File: config.mk
export PLATFORM = sky130hd
export DESIGN_NAME = bip_seq_control
export DESIGN_NICKNAME = d
export VERILOG_FILES = /design/src/rtl/bip_seq_control.sv
export SDC_FILE = /design/constraint.sdc
export NUM_CORES = 1
export LEC_CHECK = 0
export ABC_AREA = 1
export CAP_MARGIN = 20
export CORE_MARGIN = 3
export CORE_UTILIZATION = 60
export CTS_BUF_LIST = sky130_fd_sc_hd__clkbuf_4 sky130_fd_sc_hd__clkbuf_8
export DETAILED_ROUTE_END_ITERATION = 10
export DONT_BUFFER_PORTS = 1
export PLACE_DENSITY = 0.76
export SYNTH_ARGS = -nofsm -noshare
export SYNTH_HDL_FRONTEND = slang
export SYNTH_SLANG_ARGS = --single-unit
File: constraint.sdc
create_clock -name i_clk -period 2.8 [get_ports i_clk]
set_input_delay 0.84 -clock i_clk [delete_from_list [all_inputs] [get_ports i_clk]]
set_output_delay 0.84 -clock i_clk [all_outputs]
set_load 0.02 [all_outputs]
File: src/rtl/bip_seq_control.sv
// Sequencer for a basic instruction processor: fetch/decode/execute FSM,
// program counter and instruction register, decoding opcodes into datapath controls.
module bip_seq_control #(
    parameter int NB_BITS       = 16,
    parameter int NB_OPC        = 5,
    parameter int INS_MEM_DEPTH = 2048,
    localparam int NB_ADDR      = $clog2(INS_MEM_DEPTH),
    localparam int NB_OPND      = NB_BITS - NB_OPC
) (
    input  logic               i_clk,
    input  logic               i_rst_n,
    input  logic               i_start,
    input  logic [NB_BITS-1:0] i_instruction,
    input  logic               i_acc_zero,
    input  logic               i_mem_ready,
    output logic [NB_ADDR-1:0] o_addr_ins,
    output logic               o_ins_en,
    output logic [NB_OPND-1:0] o_data_ins,
    output logic [1:0]         o_sel_a,
    output logic               o_sel_b,
    output logic               o_wr_acc,
    output logic               o_op_code,
    output logic               o_wr,
    output logic               o_rd,
    output logic               o_halted,
    output logic               o_busy
);

    typedef enum logic [2:0] {S_IDLE, S_FETCH, S_DECODE, S_EXEC, S_HALTED} state_t;

    localparam logic [NB_OPC-1:0] OP_HALT = NB_OPC'(0);
    localparam logic [NB_OPC-1:0] OP_STO  = NB_OPC'(1);
    localparam logic [NB_OPC-1:0] OP_LD   = NB_OPC'(2);
    localparam logic [NB_OPC-1:0] OP_LDI  = NB_OPC'(3);
    localparam logic [NB_OPC-1:0] OP_ADD  = NB_OPC'(4);
    localparam logic [NB_OPC-1:0] OP_ADDI = NB_OPC'(5);
    localparam logic [NB_OPC-1:0] OP_SUB  = NB_OPC'(6);
    localparam logic [NB_OPC-1:0] OP_SUBI = NB_OPC'(7);
    localparam logic [NB_OPC-1:0] OP_JMP  = NB_OPC'(8);
    localparam logic [NB_OPC-1:0] OP_BEQ  = NB_OPC'(9);
    localparam logic [NB_OPC-1:0] OP_BNE  = NB_OPC'(10);

    state_t             state_q, state_d;
    logic [NB_ADDR-1:0] pc_q, pc_d;
    logic [NB_BITS-1:0] ir_q, ir_d;
    logic [NB_ADDR-1:0] pc_inc, target;
    logic [NB_OPC-1:0]  opc;

    assign opc        = ir_q[NB_BITS-1 -: NB_OPC];
    assign o_addr_ins = pc_q;
    assign o_data_ins = ir_q[NB_OPND-1:0];
    assign o_halted   = (state_q == S_HALTED);
    assign o_busy     = (state_q == S_FETCH) || (state_q == S_DECODE) || (state_q == S_EXEC);
    // Explicit compare so non-power-of-two depths also wrap at the last word.
    assign pc_inc     = (pc_q == NB_ADDR'(INS_MEM_DEPTH - 1)) ? '0 : pc_q + NB_ADDR'(1);

    generate
        if (NB_OPND >= NB_ADDR) begin : g_tgt_trunc
            assign target = ir_q[NB_ADDR-1:0];
        end else begin : g_tgt_zext
            assign target = {{(NB_ADDR - NB_OPND){1'b0}}, ir_q[NB_OPND-1:0]};
        end
    endgenerate

    always_ff @(posedge i_clk) begin
        if (!i_rst_n) begin
            state_q <= S_IDLE;
            pc_q    <= '0;
            ir_q    <= '0;
        end else begin
            state_q <= state_d;
            pc_q    <= pc_d;
            ir_q    <= ir_d;
        end
    end

    always_comb begin
        state_d   = state_q;
        pc_d      = pc_q;
        ir_d      = ir_q;
        o_ins_en  = 1'b0;
        o_sel_a   = 2'b00;
        o_sel_b   = 1'b0;
        o_wr_acc  = 1'b0;
        o_op_code = 1'b0;
        o_wr      = 1'b0;
        o_rd      = 1'b0;
        case (state_q)
            S_IDLE: if (i_start) state_d = S_FETCH;
            S_FETCH: begin
                o_ins_en = 1'b1;
                state_d  = S_DECODE;
            end
            S_DECODE: begin
                ir_d    = i_instruction;
                state_d = S_EXEC;
            end
            S_EXEC: begin
                state_d = S_FETCH;
                pc_d    = pc_inc;
                case (opc)
                    OP_HALT: begin
                        pc_d    = pc_q;
                        state_d = S_HALTED;
                    end
                    OP_STO: begin
                        o_sel_a = 2'b11;
                        o_wr    = 1'b1;
                    end
                    OP_LD: begin
                        o_wr_acc = i_mem_ready;
                        o_rd     = 1'b1;
                    end
                    OP_LDI: begin
                        o_sel_a  = 2'b01;
                        o_wr_acc = 1'b1;
                    end
                    OP_ADD: begin
                        o_sel_a   = 2'b10;
                        o_wr_acc  = i_mem_ready;
                        o_op_code = 1'b1;
                        o_rd      = 1'b1;
                    end
                    OP_ADDI: begin
                        o_sel_a   = 2'b10;
                        o_sel_b   = 1'b1;
                        o_wr_acc  = 1'b1;
                        o_op_code = 1'b1;
                    end
                    OP_SUB: begin
                        o_sel_a  = 2'b10;
                        o_wr_acc = i_mem_ready;
                        o_rd     = 1'b1;
                    end
                    OP_SUBI: begin
                        o_sel_a  = 2'b10;
                        o_sel_b  = 1'b1;
                        o_wr_acc = 1'b1;
                    end
                    OP_JMP: pc_d = target;
                    OP_BEQ: pc_d = i_acc_zero ? target : pc_inc;
                    OP_BNE: pc_d = i_acc_zero ? pc_inc : target;
                    default: ;
                endcase
                // Memory-bound ops park in EXEC with controls held until the data memory answers.
                if ((opc == OP_STO || opc == OP_LD || opc == OP_ADD || opc == OP_SUB) && !i_mem_ready) begin
                    pc_d    = pc_q;
                    state_d = S_EXEC;
                end
            end
            S_HALTED: begin
                if (i_start) begin
                    pc_d    = '0;
                    state_d = S_FETCH;
                end
            end
            default: state_d = S_IDLE;
        endcase
    end

endmodule

# Word level (Yosys, flattened, before mapping)

Index checks and enable logic that the tools add are counted.

Add/subtract/negate cells: 1
$mul: 0
Div/mod/pow operators: 0
Magnitude comparators: 0
Eq/ne operators: 19
Shift operators: 0
Multiplexer cells: 24
Bitwise gates (word level): 0
Reductions and logical operators: 17

Operators by type and width:

| operator              | count |
|---|---|
| $mux 11               | 5 |
| $pmux 11 s4           | 1 |
| $pmux 11 s2           | 1 |
| $eq 5x3->1 const B    | 4 |
| $eq 5x4->1 const B    | 3 |
| $pmux 3 s4            | 1 |
| $add 11x1->11 const B | 1 |
| $eq 11x11->1 const B  | 1 |
| $eq 5x2->1 const B    | 2 |
| $mux 1                | 10 |
| $mux 3                | 3 |
| $eq 3x2->1 const B    | 2 |
| $ne 2x2->1 const B    | 3 |
| $pmux 2 s3            | 1 |
| $reduce_or 2->1       | 3 |
| $reduce_or 3->1       | 2 |
| $eq 5x1->1 const B    | 1 |
| $logic_not 5->1       | 1 |
| $logic_or 1x1->1      | 5 |
| $reduce_and 4->1      | 1 |
| $reduce_or 4->1       | 1 |
| $eq 3x1->1 const B    | 1 |
| $eq 3x3->1 const B    | 1 |
| $logic_not 3->1       | 1 |
| 6 further kinds       | 6 |

Register bits after elaboration: 30
Bits in latches: 0
Bits in writable memories: 0
Bits in read-only memories: 0
Input bits: 21
Output and inout port bits: 32
Word-level logic and storage cells: 64
Memories: 0

# Logic depth before layout (Yosys ltp)

Gate-level depths: netlist (run 1).

Depth in word-level cells: 7
Gate-level depth with buffers: 11
Depth with buffers taken out: 11

# Worst setup path after synthesis (run 1)

No wires, ideal clock.

Path type: flip-flop to output port
From: register state_q[2]
To: output o_wr_acc
Arrival time: 1.571 ns
Data required time: 1.960 ns
Path slack: 0.389 ns
Stages on the path, launching flop included: 6
Buffers on the path: 0
Cell sequence: dfxtp_1 inv_1 nand3_2 nor4_1 a21oi_1 nand2_1

Word-level cells in the longest chain between the ends: 2

Ends and longest elaborated chain:

| item                   | RTL line | text |
|---|---|---|
| start, declared        | 43       | `state_t state_q, state_d;` |
| start signal, assigned | 71       | `state_q <= state_d;` |
| $eq 3x2->1             | 88       | `case (state_q)` |
| $mux 1                 | 88       |  |
| end, declared          | 21       | `output logic o_wr_acc,` |

Every way passes these cells.

# Worst setup path after layout (run 1)

Same ends and word-level chain as after synthesis.

==> results of run 1 <==
[metal layers]
metal	GRT usage	wire [microns]	vias to the layer above
met5	0	0	-
met4	0.0686	56	0
li1	-	-	1074
met3	0.0693	409	8
met1	0.336	2180	907
met2	0.399	2280	80
[sequential cells by signal (all words and copies together), names as in the netlist]
name	flops
ir_q	16
o_addr_ins	11
state_q	3
[power groups by stage]
stage | clock, mW | combinational [mW] | sequential, mW
finish | 0.284 | 0.318 | 0.568
global placement | 0 | 0.313 | 0.577
floorplan | 0 | 0.350 | 0.530
CTS | 0.285 | 0.318 | 0.569
detailed placement | 0 | 0.317 | 0.579
global route | 0.305 | 0.367 | 0.578
[cells by family after synthesis]
logic type | after synthesis | share of synthesized area
compound gates | 66 | 0.166
flops | 30 | 0.291
simple gates | 179 | 0.385
xor+xnor | 3 | 0.0128
buf+inv | 57 | 0.139
fa+ha+maj | 1 | 0.00607
[worst min-delay path by stage]
stage / startpoint / endpoint / slack (ps) / depth (start not counted)
after floorplan: ir_q[2] / ir_q[2] / 470 / 2
after global placement: ir_q[15] / ir_q[15] / 510 / 2
after detailed placement: ir_q[15] / ir_q[15] / 510 / 2
after CTS: ir_q[15] / ir_q[15] / 520 / 2
after global routing: ir_q[15] / ir_q[15] / 560 / 2
final: ir_q[15] / ir_q[15] / 520 / 2
[cell type report]
type | count | area, sq um | share of cell area
inverters | 36 | 135 | 0.0654
well taps | 44 | 55.1 | 0.0267
repair buffers | 5 | 37.5 | 0.0182
multi-input cells | 249 | 1170 | 0.568
clock buffers | 6 | 51.3 | 0.0248
clock inverters | 2 | 12.5 | 0.00606
flip-flops and latches | 30 | 601 | 0.291
[per-stage QoR]
step                utilization  cell area [sq um]  setup slack [ps]
detailed placement        0.635               2000               679
global route              0.655               2070               198
finish                    0.655               2070               363
CTS                       0.655               2070               353
global placement          0.635               2000               725
floorplan                     -               2060               389
[critical path: stages (launching register included)]
cell,delay (ps)
dfxtp_1,360
inv_1,100
nand3_2,130
inv_1,140
nand4_1,130
nor2_1,160
a21oi_1,70
nand2_1,180
[placed cells by master, fill, tap and decap left out, drive strengths merged, types with 2 or more instances in the layout]
cell type / instances
a21oi: 37
buf: 5
inv: 36
nor2: 55
o21ai: 24
xnor2: 3
dfxtp: 30
o211ai: 2
clkbuf: 6
nand4: 8
nand3: 37
nand2: 76
==> summary.txt, run 1 <==
Async SR Flop Fraction: 0
Area Overhead vs Synth: 0.243%
Cell taking the most area after synthesis: dfxtp_1
Initial antenna violation count: 0
Reg-to-Reg End: o_addr_ins[0]
Clock transition at the registers of the reported paths: 110 ps
Endpoints failing hold: 0
GRT Util Overall: 0.252
Final GP Congestion: 0.921
H-tree depth: 2
Final Hold Slack: 521 ps
Clock power frac: 0.243
R2R Setup Slk: 650 ps
Req. time, crit path: 1960 ps
Final setup violation count: 0
CP startpoint kind: register
R2R cell count: 10
I/O pin count: 53
Placed instance count: 364
Data arrival, critical path: 1600 ps
Post-synth top area share: 0.291
I/O Buffers: 0
WL/cell: 13.2 microns
Max Root-Sink Buffers: 2
Vias per cell: 5.56
CTS Hold Bufs: 0
Switching share of power: 0.411
Initial Util: 0.654
Post-Syn Nets: 358
Worst-margin pin slew: 780 ps
Type of element capturing the critical path: primary output
Dominant synthesized flop cell: dfxtp_1
Vias in the first global route: 1850
Slew Limit Fails: 0
Mean Syn Cell Area: 6.13 sq um
Die Height: 64.6 microns
Layout cells sized above 1: 0.0945
Antenna-violating nets left: 0
Cell area after synthesis: 2060 sq um
Cell Rows: 20
Count leader, synth: nand2_1
Number of DRC markers in iteration 0: 184
CP endpoint: o_wr_acc
Status: completed
Pleak: 0.803 nW
FMAX: 410 MHz
Period utilization: 0.870
Setup CP Type: register to primary output
Clock sink total: 30
Peak VDD IR: 0.398 mV
Setup_tns: 0 ps
Number of synthesized register bits: 30
Internal: 0.689 mW
Total gr overflow: 0
Post-CTS Setup Bufs: 0
Clock buffer count from CTS: 5
Post-synth EDFFs: 0
PostCTS Resize Cnt: 0
Max-cap viol count: 0
DR pass1 iterations: 5
Post-DP HPWL: 3.77 mm
Sequential power share: 0.486
Synth top area cells: dfxtp_1 (29%), nand2_1 (13%), nor2_1 (9.3%)
Relative slew slack: 0.479
Hold Crit Class: register to register
Root buffer cell: clkbuf_4
Ant diodes: 0
RSZ-0062 raised after global routing: false
CTS tree: done
Critical Path Fanout Max: 7
Worst Setup SP: state_q[2]
Total Wirelength: 4.92 mm
Critical register-to-register path startpoint: o_addr_ins[1]
DRC Markers: 0
Unique masters post-synth: 29
Routed vias: 2069
Final #Nets: 349
Core footprint: 3150 sq um
Largest net degree at the start of global routing: 31
# fillers: 322
First-pass GRT wire length: 8.48 mm
Synth warnings: 0
Combinational group share of total power: 0.271
DIE AREA: 4170 sq um
Seq/Total Area, Yosys: 0.291
Pwr/cell area: 566 nW/um^2
Chip width: 64.6 microns
Post-Syn Instances: 336
Switching power: 0.481 mW
Final setup skew: 10.8 ps
Post-synth top cells: nand2_1 (73), nor2_1 (51), a21oi_1 (37), nand3_1 (33)
Worst-Skew Late Latency: 330 ps
Cell Count, Final, Fillers Out: 372
Min Tclk post-route: 2440 ps
Overall Power: 1.17 mW
Note: power is estimated with default switching activity, not from simulation.
==> inputs of run 2 (changes only) <==
--- a/config.mk
+++ b/config.mk
@@ -12,7 +12,9 @@
 export CTS_BUF_LIST = sky130_fd_sc_hd__clkbuf_4 sky130_fd_sc_hd__clkbuf_8
 export DETAILED_ROUTE_END_ITERATION = 10
 export DONT_BUFFER_PORTS = 1
+export GPL_TIMING_DRIVEN = 0
 export PLACE_DENSITY = 0.76
+export REMOVE_ABC_BUFFERS = 1
 export SYNTH_ARGS = -nofsm -noshare
 export SYNTH_HDL_FRONTEND = slang
 export SYNTH_SLANG_ARGS = --single-unit
==> run 2 against run 1 <==
- sequential share of layout area grew 0.30 points
- flip-flop and latch count is the same
- hold slack gained 11 ps
- wire length shrank 0.91%
- worst setup slack lost 230 ps
- non-clock buffer count shrank 5
- global-route usage shrank 0.66 points
- power grew 0.20%
- register-to-register slack lost 100 ps
- clock-buffer cell count grew 1
- clock power is essentially flat
==> summary.txt, run 2 (synthesis results as in run 1) <==
Req. time, crit path: 1960 ps
Endpoints failing hold: 0
Max Root-Sink Buffers: 2
Largest net degree at the start of global routing: 31
CTS tree: done
Storage element area: 601 sq um
Sequential power share: 0.488
DIE AREA: 4170 sq um
Relative slew slack: 0.498
Cell Rows: 20
Placed instance count: 359
Pwr/cell area: 574 nW/um^2
Area of the multi-input gates: 1190 sq um
Type of element capturing the critical path: primary output
Total gr overflow: 0
Slew Limit Fails: 0
Commonest non-fill, non-tap cell in the layout: nand2_1
Max-cap viol count: 0
Vias per cell: 5.57
Chip width: 64.6 microns
Root buffer cell: clkbuf_4
Post-CTS Setup Bufs: 0
Worst-Skew Late Latency: 330 ps
GRT Util Overall: 0.246
Ant diodes: 0
# fillers: 324
Vias in the first global route: 1937
Clock power frac: 0.242
Clock sink total: 30
Core footprint: 3150 sq um
Setup CP Type: register to primary output
Final Hold Slack: 533 ps
CTS Hold Bufs: 0
I/O pin count: 53
Post-layout util: 0.648
I/O Buffers: 0
DR pass1 iterations: 4
Worst-margin pin slew: 751 ps
Switching power: 0.475 mW
Data arrival, critical path: 1820 ps
Critical Path Fanout Max: 7
First-pass GRT wire length: 8.27 mm
Most frequent cells in the layout: nand2_1 (72), nor2_1 (50), a21oi_1 (37), nand3_1 (33)
Peak VDD IR: 0.389 mV
CP startpoint kind: register
FMAX: 376 MHz
Min Tclk post-route: 2660 ps
Internal: 0.697 mW
Number of DRC markers in iteration 0: 143
Area Overhead vs Synth: -0.789%
Period utilization: 0.951
Placed cell areas: 1960 sq um
Layout cells sized above 1: 0.0898
Post-route cell area: 2040 sq um
Hold Crit Class: register to register
Final GP Congestion: 0.948
Die Height: 64.6 microns
Final #Nets: 344
Post-DP HPWL: 3.59 mm
Antenna-violating nets left: 0
Clock transition at the registers of the reported paths: 100 ps
WL/cell: 13.3 microns
Initial antenna violation count: 0
H-tree depth: 2
Final setup violation count: 0
Initial Util: 0.654
Pleak: 0.780 nW
Clock buffer count from CTS: 5
DRC Markers: 0
Max FFs per register: 16
Total Wirelength: 4.88 mm
Switching share of power: 0.405
Largest register by flop count: ir_q
Routed vias: 2046
Cell Count, Final, Fillers Out: 367
Combinational group share of total power: 0.270
Status: completed
Final setup skew: 10.5 ps
[run 2: changes by cell type in the layout (fill, tap and decap cells not counted)]
| cell | change |
|---|---|
| nand2_2 | +1 |
| clkbuf_4 | +1 |
| nor4_2 | +1 |
| clkinvlp_4 | -1 |
| nand2_1 | -1 |
| nor4_1 | -1 |
| buf_4 | -5 |
| nor2_4 | +1 |
| nor2_1 | -1 |
[run 2: final cells by class]
class	instances	share of cell area
multi-input cells	249	0.582
flip-flops and latches	30	0.294
inverters	36	0.0661
clock buffers	7	0.0288
well taps	44	0.0269
clock inverters	1	0.00245
[run 2: final timing paths]
path | to | slack [ps] | from | cells past startpoint
max | o_wr_acc | 140 | state_q[2] | 5
max reg2reg | o_addr_ins[0] | 550 | o_addr_ins[0] | 10
min reg2reg | ir_q[15] | 530 | ir_q[15] | 2
min | ir_q[15] | 530 | ir_q[15] | 2
[run 2: worst max-delay path, stage by stage (launching register included)]
cell	delay (ps)
dfxtp_1	360
inv_1	110
nand3_2	150
nor4_2	510
a21oi_1	190
nand2_2	160
[run 2: through the flow]
step | setup TNS (ps) | setup slack (ps) | total power [mW]
final | 0 | 138 | 1.17
after global routing | -6.06 | -6.06 | 1.25
after global placement | 0 | 158 | 0.885
after floorplan | 0 | 389 | 0.819
after CTS | 0 | 1.02 | 1.18
after detailed placement | 0 | 145 | 0.890
[run 2: routing by layer]
layer	GRT usage	share of wire	up-vias
met5	0	0	-
met4	0.0897	0.0047	0
met3	0.0537	0.079	2
met2	0.407	0.46	74
met1	0.312	0.45	906
li1	-	-	1064
[run 2: power by group through the flow]
stage	Sequential, mW	Combinational (mW)	Clock (mW)
after floorplan	0.567	0.252	0
after CTS	0.572	0.314	0.291
after global placement	0.580	0.305	0
final	0.572	0.317	0.284
after global routing	0.581	0.364	0.301
after detailed placement	0.581	0.308	0
[run 2: what timing repair did]
item | 4_1_cts | 5_1_grt
endpoints found under the setup margin | 1 | 1
resized for setup | 1 | 3
pin swaps | 0 | 0
==> inputs of run 3 (changes only) <==
--- a/config.mk
+++ b/config.mk
@@ -15,6 +15,7 @@
 export GPL_TIMING_DRIVEN = 0
 export PLACE_DENSITY = 0.76
 export REMOVE_ABC_BUFFERS = 1
+export SLEW_MARGIN = 30
 export SYNTH_ARGS = -nofsm -noshare
 export SYNTH_HDL_FRONTEND = slang
 export SYNTH_SLANG_ARGS = --single-unit
==> run 3 against run 2 <==
- combinational power about the same
- sequential power hardly changed
- power is 3.9% higher
- global-route usage up 0.33 points
- non-clock buffer count increased by 1
- die area stayed put
- hold slack got worse by 5.4 ps
- first-iteration DRC count shrank 3.5%
- clock skew shrank 6.2 ps
- worst setup slack got worse by 55 ps
- via count increased by 1.1%
- flip-flop and latch count stayed put
- critical path type unchanged
- critical endpoint is now o_op_code
- largest power group unchanged
==> summary.txt, run 3 (synthesis results as in run 1) <==
Final GP Congestion: 0.948
Clock sink total: 30
Placed cell areas: 1970 sq um
Vias per cell: 5.62
Worst Setup SP: state_q[2]
Most frequent cells in the layout: nand2_1 (72), nor2_1 (50), a21oi_1 (37), nand3_1 (33)
Root buffer cell: clkbuf_4
Post-DP HPWL: 3.58 mm
Status: completed
Worst hold start: ir_q[15]
Area of the multi-input gates: 1200 sq um
Peak VDD IR: 0.437 mV
CTS tree: done
Setup CP Type: register to primary output
DR pass1 iterations: 4
Endpoints failing hold: 0
Commonest non-fill, non-tap cell in the layout: nand2_1
DRC Markers: 0
Relative slew slack: 0.489
CTS Hold Bufs: 0
Die Height: 64.6 microns
Period utilization: 0.970
Post-route cell area: 2080 sq um
Layout cells sized above 1: 0.0926
Hold Crit Class: register to register
Max-cap viol count: 0
Pwr/cell area: 587 nW/um^2
Worst-Skew Late Latency: 340 ps
Final setup skew: 4.30 ps
Min Tclk post-route: 2720 ps
Max Root-Sink Buffers: 2
Clock buffer count from CTS: 5
Initial antenna violation count: 0
I/O Buffers: 0
First-pass GRT wire length: 8.33 mm
Initial Util: 0.654
CP startpoint kind: register
Vias in the first global route: 1963
Critical register-to-register path startpoint: o_addr_ins[0]
Largest register by flop count: ir_q
GRT Util Overall: 0.249
Area Overhead vs Synth: 0.729%
Cell Rows: 20
Critical Path Fanout Max: 7
Total Wirelength: 4.82 mm
FMAX: 368 MHz
Final #Nets: 345
Ant diodes: 0
Number of DRC markers in iteration 0: 138
Chip width: 64.6 microns
Routed vias: 2068
Largest net degree at the start of global routing: 31
Antenna-violating nets left: 0
Total gr overflow: 0
DIE AREA: 4170 sq um
Max FFs per register: 16
WL/cell: 13.1 microns
# fillers: 312
Overall Power: 1.22 mW
Storage element area: 601 sq um
Final setup violation count: 0
Worst-margin pin slew: 765 ps
Pleak: 0.790 nW
Core footprint: 3150 sq um
Req. time, crit path: 1960 ps
Data arrival, critical path: 1880 ps
Clock transition at the registers of the reported paths: 100 ps
I/O pin count: 53
Slew Limit Fails: 0
Type of element capturing the critical path: primary output
H-tree depth: 2
## run 3: cell count changes in the layout (fill, tap and decap cells not counted), sizes merged
cell and change:
clkinv -1, buf +1, clkbuf +1
## run 3: final cells by class
| cell class | instances | share of cell area |
|---|---|---|
| multi-input combinational | 249 | 0.577 |
| inverter | 36 | 0.0651 |
| timing repair buffer | 1 | 0.00362 |
| sequential | 30 | 0.289 |
| tap | 44 | 0.0265 |
| clock buffer | 8 | 0.0380 |
## run 3: report_power, final
group	leakage, nW	total, mW	internal [mW]	switching, mW
registers	0.244	0.575	0.478	0.0968
clock network	0.0446	0.329	0.171	0.157
logic	0.501	0.315	0.0883	0.227
total	0.790	1.22	0.738	0.481
## run 3: timing repair
item	in CTS	in global routing
endpoints found under the setup margin	1	1
gates resized for setup	1	3
setup buffers	0	1
pin swaps	0	2
## run 3: critical path: stages, from the launching register on
cell	delay [ps]
dfxtp_1	360
inv_1	110
nand3_2	170
inv_1	150
nand4_1	210
buf_4	210
nor2_1	320
## run 3: path summary, 6_finish.rpt
path / slack [ps] / cells after the start / endpoint
min: 530 / 2 / ir_q[15]
max: 80 / 6 / o_op_code
max reg2reg: 540 / 10 / o_addr_ins[0]
min reg2reg: 530 / 2 / ir_q[15]
## run 3: metrics by stage
step           TNS [ps]  hold WS [ps]  utilization  instances  setup slack [ps]
2_1_floorplan         0           478            -        315               389
3_3_place_gp          0           506        0.623        359               158
3_5_place_dp          0           511        0.625        359               386
4_1_cts               0           525        0.651        367              77.3
5_1_grt           -94.4           554        0.658        368             -51.5
6_report              0           527        0.658        368              83.2
## run 3: routing by layer
metal | vias to the layer above | global-route usage | share of wire
met1 | 921 | 0.303 | 0.45
met5 | - | 0 | 0
li1 | 1066 | - | -
met3 | 8 | 0.0780 | 0.085
met4 | 0 | 0.0818 | 0.016
met2 | 73 | 0.415 | 0.45
